[src/rtl/gray_seq_ctrl.sv]
// Gray-code step sequencer: runs a commanded number of up/down steps on a binary
// counter and presents its Gray code. Optional wrap pulse output under GRAY_SEQ_WRAP_FLAG_EN.
module gray_seq_ctrl #(
    parameter int WIDTH = 4,
    parameter int CNT_W = 8
) (
    input  logic             clk,
    input  logic             reset,
    input  logic             cmd_valid,
    output logic             cmd_ready,
    input  logic [CNT_W-1:0] cmd_count,
    input  logic             cmd_dir,
    input  logic             cmd_load,
    input  logic [WIDTH-1:0] cmd_load_val,
    input  logic             hold,
    input  logic             abort,
    output logic [WIDTH-1:0] gray_out,
    output logic [CNT_W-1:0] remaining,
    output logic             busy,
    output logic             done
`ifdef GRAY_SEQ_WRAP_FLAG_EN
    ,
    output logic             wrap
`endif
);

    typedef enum logic [1:0] {
        IDLE = 2'd0,
        RUN  = 2'd1,
        DONE = 2'd2
    } state_t;

    state_t           state;
    logic [WIDTH-1:0] count;
    logic [WIDTH-1:0] count_step;
    logic             dir;

    function automatic logic [WIDTH-1:0] to_gray(input logic [WIDTH-1:0] b);
        return b ^ (b >> 1);
    endfunction

    assign cmd_ready  = (state == IDLE);
    assign count_step = dir ? (count - WIDTH'(1)) : (count + WIDTH'(1));

    // gray_out is updated in the same assignment as count so they never disagree
    always_ff @(posedge clk or posedge reset) begin
        if (reset) begin
            state     <= IDLE;
            count     <= '0;
            gray_out  <= '0;
            remaining <= '0;
            busy      <= 1'b0;
            done      <= 1'b0;
            dir       <= 1'b0;
`ifdef GRAY_SEQ_WRAP_FLAG_EN
            wrap      <= 1'b0;
`endif
        end else begin
            done <= 1'b0;
`ifdef GRAY_SEQ_WRAP_FLAG_EN
            wrap <= 1'b0;
`endif
            case (state)
                IDLE: begin
                    if (cmd_valid) begin
                        dir       <= cmd_dir;
                        remaining <= cmd_count;
                        if (cmd_load) begin
                            count    <= cmd_load_val;
                            gray_out <= to_gray(cmd_load_val);
                        end
                        if (cmd_count != '0) begin
                            state <= RUN;
                            busy  <= 1'b1;
                        end else begin
                            state <= DONE;
                            done  <= 1'b1;
                        end
                    end
                end
                RUN: begin
                    if (abort) begin
                        state     <= IDLE;
                        busy      <= 1'b0;
                        remaining <= '0;
                    end else if (!hold) begin
                        count     <= count_step;
                        gray_out  <= to_gray(count_step);
                        remaining <= remaining - CNT_W'(1);
`ifdef GRAY_SEQ_WRAP_FLAG_EN
                        wrap      <= dir ? (count == '0) : (count == '1);
`endif
                        if (remaining == CNT_W'(1)) begin
                            state <= DONE;
                            busy  <= 1'b0;
                            done  <= 1'b1;
                        end
                    end
                end
                DONE: begin
                    state <= IDLE;
                end
                default: begin
                    state <= IDLE;
                    busy  <= 1'b0;
                end
            endcase
        end
    end

endmodule
[config.mk]
export PLATFORM = sky130hd
export DESIGN_NAME = gray_seq_ctrl
export DESIGN_NICKNAME = d
export VERILOG_FILES = /design/src/rtl/gray_seq_ctrl.sv
export SDC_FILE = /design/constraint.sdc
export NUM_CORES = 1
export LEC_CHECK = 0
export ABC_AREA = 0
export BUFFER_PORTS_ARGS = -buffer_cell sky130_fd_sc_hd__buf_2
export CAP_MARGIN = 10
export CORE_ASPECT_RATIO = 1.25
export CORE_MARGIN = 3
export CORE_UTILIZATION = 35
export CTS_CLUSTER_DIAMETER = 100
export DETAILED_ROUTE_END_ITERATION = 10
export SLEW_MARGIN = 20
export SYNTH_ARGS = -nofsm -noshare
export SYNTH_HDL_FRONTEND = slang
export SYNTH_SLANG_ARGS = --single-unit
[constraint.sdc]
create_clock -name clk -period 2.2 [get_ports clk]
set_clock_uncertainty 0.1 [all_clocks]
set_input_delay 0.22 -clock clk [delete_from_list [all_inputs] [get_ports clk]]
set_output_delay 0.22 -clock clk [all_outputs]
set_load 0.02 [all_outputs]
==> results of run 1 <==
synth_stat cells, drive strengths merged, types with 3 or more instances:
library cell   n  area, sq um
ha             4         50.1
inv            7         26.3
nor4           5         31.3
xnor2          5         43.8
clkbuf         3         11.3
o21ai         19         95.1
nand3          5         25.0
buf            4         25.0
nand2         12         45.0
nor3           3         15.0
a21oi         12         60.1
nor3b          3         22.5
nor2          12         45.0
a22oi          3         22.5
dfrtp         20          500
critical path: cells and delay by family, from the launching register on:
family,cells,cell delay (ns)
xor+xnor,3,0.71
fa+ha+maj,1,0.45
compound gates,1,0.18
flops,1,0.44
worst max-delay path by stage:
stage / start / endpoint / slack, ns / cells past startpoint
after floorplan: count[0]$_DFFE_PP0P_ / gray_out[2]$_DFFE_PP0P_ / 0.31 / 5
after global placement: count[0]$_DFFE_PP0P_ / gray_out[2]$_DFFE_PP0P_ / 0.24 / 5
after detailed placement: count[0]$_DFFE_PP0P_ / gray_out[2]$_DFFE_PP0P_ / 0.24 / 5
after CTS: count[0]$_DFFE_PP0P_ / gray_out[2]$_DFFE_PP0P_ / 0.22 / 5
after global routing: count[0]$_DFFE_PP0P_ / gray_out[2]$_DFFE_PP0P_ / 0.10 / 5
final: count[0]$_DFFE_PP0P_ / gray_out[2]$_DFFE_PP0P_ / 0.23 / 5
registers in the layout (all words and copies together), names as in the netlist:
register / flops
remaining: 8
gray_out: 4
done: 1
dir: 1
state: 2
busy: 1
count: 3
kinds of logic (layout without fill, tap and decap cells):
group           count (synthesis)  count (layout)  share of synthesized area
simple gates                   51              51                      0.206
compound gates                 44              44                      0.208
flops                          20              20                      0.392
buf+inv                        14              44                     0.0490
xor+xnor                        8               8                     0.0656
fa+ha+maj                       5               5                     0.0549
mux                             3               3                     0.0255
through the flow:
step | setup WS (ns) | hold slack, ns | instances | power (mW) | utilization
2_1_floorplan | 0.313 | 0.0838 | 145 | 1.36 | -
3_3_place_gp | 0.242 | 0.307 | 208 | 1.57 | 0.435
3_5_place_dp | 0.236 | 0.313 | 208 | 1.58 | 0.435
4_1_cts | 0.217 | 0.0250 | 212 | 1.95 | 0.457
5_1_grt | 0.104 | 0.0649 | 212 | 2.10 | 0.457
6_report | 0.229 | -0.00730 | 212 | 1.93 | 0.457
per-layer routing:
metal	part of all wire	wire length [microns]	track usage	vias to the layer above
met5	0	0	0	-
met4	0.0087	26	0.0591	0
met3	0.065	194	0.0246	4
met2	0.48	1440	0.251	31
met1	0.44	1330	0.198	563
li1	-	-	-	583
where the power goes:
part	internal (mW)	switching (mW)	total, mW	leakage [nW]
logic	0.426	0.524	0.950	0.436
clock network	0.243	0.120	0.363	0.0357
registers	0.488	0.135	0.622	0.249
total	1.16	0.779	1.93	0.721
layout make-up:
cell class	instances	area [sq um]	area share
clock buffers	3	41.3	0.0271
clock inverters	1	30.0	0.0197
inverters	7	26.3	0.0172
multi-input cells	111	714	0.469
well taps	37	46.3	0.0304
repair buffers	33	165	0.108
flip-flops and latches	20	500	0.328
==> metrics.md, run 1 <==
| Metric | Value |
|---|---|
| Status | `finished with violations` |
| Failing checks | `hold timing` |
| Most frequent cells in the layout | `33 x buf_2, 20 x dfrtp_1, 18 x o21ai_0` |
| Residual DRC | `0` |
| Per-cell routed wire length | `14.1 microns` |
| Mean Syn Cell Area | `8.81 sq um` |
| Nets | `200` |
| Worst setup SP type | `register` |
| # fillers | `341` |
| Pins Over Slew Limit | `0` |
| Netlist Area Pre-Place | `1280 sq um` |
| VDD IR max | `0.866 mV` |
| Core area | `3340 sq um` |
| Synth cell types | `40` |
| Starting density of the core | `0.383` |
| Clock slew seen by the registers of the worst setup and hold paths | `0.08 ns` |
| Worst Path Required | `2.27 ns` |
| Synth Net Count | `169` |
| Critical register-to-register path startpoint | `count[0]$_DFFE_PP0P_` |
| DR iter-0 viols | `32` |
| Worst skew pair latency | `0.26 ns` |
| Port Buf Inserts | `33` |
| CP max stage delay | `0.45 ns` |
| CTS Buf Count | `3` |
| Max-Cap Viols | `0` |
| Die Area | `4420 sq um` |
| Layout cell share with drive strength beyond 1 | `0.240` |
| Clock Tree Buf Depth | `2` |
| Hold_buf cts | `0` |
| Post-route setup TNS | `0 ns` |
| WS Path Type | `reg -> reg` |
| Period utilization | `0.896` |
| Postcts setup bufs | `0` |
| Commonest non-fill, non-tap cell in the layout | `buf_2` |
| Fmax | `0.507 GHz` |
| Pin count of the biggest net entering global routing | `21` |
| Async SR Flop Fraction | `1.00` |
| Number of synthesized flops with an enable pin | `0` |
| Vias per cell | `5.57` |
| CP endpoint kind | `register` |
| Synth Register Bits | `20` |
| Crit-path cells | `fa_1 -> xnor2_1 -> xnor2_1 -> xnor3_1 -> o31ai_1` |
| Synth Warn # | `0` |
| Post-route minimum period | `1.97 ns` |
| Top FF cell, synth | `dfrtp_1` |
| Peak fanout along the critical path | `5` |
| Final Wtd Congestion | `0.843` |
| Final WL | `2980 microns` |
| Post-synthesis sequential area ratio | `0.392` |
| IO Pins | `34` |
| Terminus of the critical flop-to-flop path | `gray_out[2]$_DFFE_PP0P_` |
| Vias in the first global route | `1175` |
| Final Cell Area | `1520 sq um` |
| Slowest library cell on the worst path | `fa_1` |
| Antenna violation net count after detailed routing | `0` |
| Vias post-DR | `1181` |
| Clock Sink Count | `20` |
| Resized Gates After CTS | `0` |
| Most Frequent Cell on Critical Path | `xnor2_1` |
| Global-route wire length before repair | `5280 microns` |
| RSZ-0062 raised after global routing | `no` |
| Final Hold Fails | `14` |
| Die Y | `73.5 microns` |
| H-Tree Depth | `1` |
| Die width | `60.0 microns` |
| Layout area overhead | `19.3%` |
| DR pass1 iterations | `4` |
| # setup viols final | `0` |
| Slew at the pin with the worst max-slew slack | `0.774 ns` |
| DP HPWL | `2310 microns` |
| All-layer global routing usage | `0.153` |
| CTS root buf | `clkbuf_8` |
| CTS tree | `yes` |
| Initial antenna violation count | `0` |
| R2R depth | `5` |
| Crit path DAT | `2.04 ns` |
| Worst Hold Class | `in -> async` |
| Relative slew slack | `0.484` |
| Mapped Cells | `145` |
| # rows | `23` |
| GRT overflow | `0` |
| Min Hold Slack | `-0.00730 ns` |
| Placement Cell Area | `1450 sq um` |
| R2R Setup Slk | `0.23 ns` |
| Ant. Diodes | `0` |
| LEAKAGE | `0.721 nW` |
| Pwr dens | `1270 nW/um^2` |
(Power assumes the default switching activity.)
==> inputs of run 2 (changes only) <==
--- a/config.mk
+++ b/config.mk
@@ -13,7 +13,7 @@
 export CORE_UTILIZATION = 35
 export CTS_CLUSTER_DIAMETER = 100
 export DETAILED_ROUTE_END_ITERATION = 10
-export SLEW_MARGIN = 20
+export MAX_ROUTING_LAYER = met4
 export SYNTH_ARGS = -nofsm -noshare
 export SYNTH_HDL_FRONTEND = slang
 export SYNTH_SLANG_ARGS = --single-unit
==> run 2 against run 1 <==
The flow still finishes with violations (hold timing); sequential power about the same; die area unchanged; non-clock buffer count stayed put; worst setup slack is essentially flat; largest power group unchanged; highest routed layer unchanged.
==> metrics.md, run 2 (synthesis gave the netlist of run 1 again) <==
| Metric | Value |
|---|---|
| CTS tree | `yes` |
| Crit-path cells | `fa_1 -> xnor2_1 -> xnor2_1 -> xnor3_1 -> o31ai_1` |
| Starting density of the core | `0.383` |
| Most Frequent Cell on Critical Path | `xnor2_1` |
| Die Y | `73.5 microns` |
| WS Path Type | `reg -> reg` |
| R2R depth | `5` |
| Cells after DPL | `208` |
| Slew at the pin with the worst max-slew slack | `0.774 ns` |
| Largest regs | `remaining (8), gray_out (4), count (3)` |
| CTS root buf | `clkbuf_8` |
| IO Pins | `34` |
| Resized Gates After CTS | `0` |
| Min Hold Slack | `-0.00730 ns` |
| Per-cell routed wire length | `14.1 microns` |
| Final Wtd Congestion | `0.856` |
| All-layer global routing usage | `0.157` |
| Nets | `200` |
| Clock Tree Buf Depth | `2` |
| Relative slew slack | `0.484` |
| Total power draw | `1.93 mW` |
| GRT overflow | `0` |
| Peak fanout along the critical path | `5` |
| Worst setup SP type | `register` |
| Delay-heaviest family, CP | `XOR/XNOR gates` |
| Non-Filler Instances | `212` |
| Crit path DAT | `2.04 ns` |
| Global-route wire length before repair | `5280 microns` |
| Postcts setup bufs | `0` |
| Fmax | `0.507 GHz` |
| Layout area overhead | `19.3%` |
| Status | `finished with violations` |
| Largest register by flop count | `remaining` |
| Grt met1 use | `0.199` |
| Failing checks | `hold timing` |
| DR iter-0 viols | `32` |
| Slowest library cell on the worst path | `fa_1` |
| Layout cell share with drive strength beyond 1 | `0.240` |
| Final Hold Fails | `14` |
| Antenna violation net count after detailed routing | `0` |
| Busiest layer in global routing | `met2` |
| Clock Sink Count | `20` |
| CTS Buf Count | `3` |
| Critical register-to-register path startpoint | `count[0]$_DFFE_PP0P_` |
| Pins Over Slew Limit | `0` |
| Vias post-DR | `1181` |
| H-Tree Depth | `1` |
| Die Area | `4420 sq um` |
| M3 GR Usage | `0.0228` |
| Initial antenna violation count | `0` |
| CP endpoint kind | `register` |
| Max-Cap Viols | `0` |
| Ant. Diodes | `0` |
| Vias per cell | `5.57` |
| DP HPWL | `2310 microns` |
| # setup viols final | `0` |
| Pwr dens | `1270 nW/um^2` |
| DR pass1 iterations | `4` |
| Die width | `60.0 microns` |
| CP max stage delay | `0.45 ns` |
| Vias in the first global route | `1175` |
| VDD IR max | `0.866 mV` |
| Period utilization | `0.896` |
| CP Buf/Inv Count | `0` |
| Most frequent cells in the layout | `33 x buf_2, 20 x dfrtp_1, 18 x o21ai_0` |
| Clock slew seen by the registers of the worst setup and hold paths | `0.08 ns` |
| Terminus of the critical flop-to-flop path | `gray_out[2]$_DFFE_PP0P_` |
| Port Buf Inserts | `33` |
| Residual DRC | `0` |
| M2 GR Usage | `0.251` |
| Post-route minimum period | `1.97 ns` |
| # rows | `23` |
| Hold_buf cts | `0` |
| Worst Path Required | `2.27 ns` |
| Worst Hold Class | `in -> async` |
| Post-route setup TNS | `0 ns` |
| Worst skew pair latency | `0.26 ns` |
| Final WL | `2980 microns` |
| LEAKAGE | `0.721 nW` |
| R2R Setup Slk | `0.23 ns` |
| Max FFs per register | `8` |
| RSZ-0062 raised after global routing | `no` |
| Core area | `3340 sq um` |
| Commonest non-fill, non-tap cell in the layout | `buf_2` |
| Pin count of the biggest net entering global routing | `21` |
[run 2: cell counts in the layout (fill, tap and decap cells not counted)]
No cell type changed its count.
[run 2: worst register-to-register path, stage by stage (launching register included)]
cell,delay (ns)
dfrtp_1,0.44
fa_1,0.45
xnor2_1,0.32
xnor2_1,0.17
xnor3_1,0.22
o31ai_1,0.18
[run 2: how the worst max path moves through the flow]
stage | start | to | slack (ns) | cells past startpoint
2_1_floorplan | count[0]$_DFFE_PP0P_ | gray_out[2]$_DFFE_PP0P_ | 0.31 | 5
3_3_place_gp | count[0]$_DFFE_PP0P_ | gray_out[2]$_DFFE_PP0P_ | 0.24 | 5
3_5_place_dp | count[0]$_DFFE_PP0P_ | gray_out[2]$_DFFE_PP0P_ | 0.24 | 5
4_1_cts | count[0]$_DFFE_PP0P_ | gray_out[2]$_DFFE_PP0P_ | 0.22 | 5
5_1_grt | count[0]$_DFFE_PP0P_ | gray_out[2]$_DFFE_PP0P_ | 0.10 | 5
6_report | count[0]$_DFFE_PP0P_ | gray_out[2]$_DFFE_PP0P_ | 0.23 | 5
[run 2: per-stage QoR]
stage	worst slack [ns]	area (sq um)	hold WS [ns]	util
after global placement	0.242	1450	0.307	0.435
after floorplan	0.313	1280	0.0838	-
after CTS	0.217	1520	0.0250	0.457
after global routing	0.104	1520	0.0649	0.457
after detailed placement	0.236	1450	0.313	0.435
final	0.229	1520	-0.00730	0.457
[run 2: layout make-up]
class / count / area (sq um)
sequential: 20 / 500
tap: 37 / 46.3
timing repair buffer: 33 / 165
fill: 341 / 1810
inverter: 7 / 26.3
clock inverter: 1 / 30.0
clock buffer: 3 / 41.3
multi-input combinational: 111 / 714
[run 2: metal layers]
metal | wire [microns] | part of all wire | up-vias
li1 | - | - | 583
met1 | 1340 | 0.45 | 563
met2 | 1440 | 0.48 | 31
met4 | 25 | 0.0084 | 0
met5 | 0 | 0 | -
met3 | 182 | 0.061 | 4
[run 2: report_power, final]
group / total [mW] / switching, mW / internal (mW) / leakage, nW
Sequential: 0.622 / 0.135 / 0.488 / 0.249
Clock: 0.363 / 0.120 / 0.243 / 0.0357
Combinational: 0.950 / 0.524 / 0.426 / 0.436
Total: 1.93 / 0.779 / 1.16 / 0.721
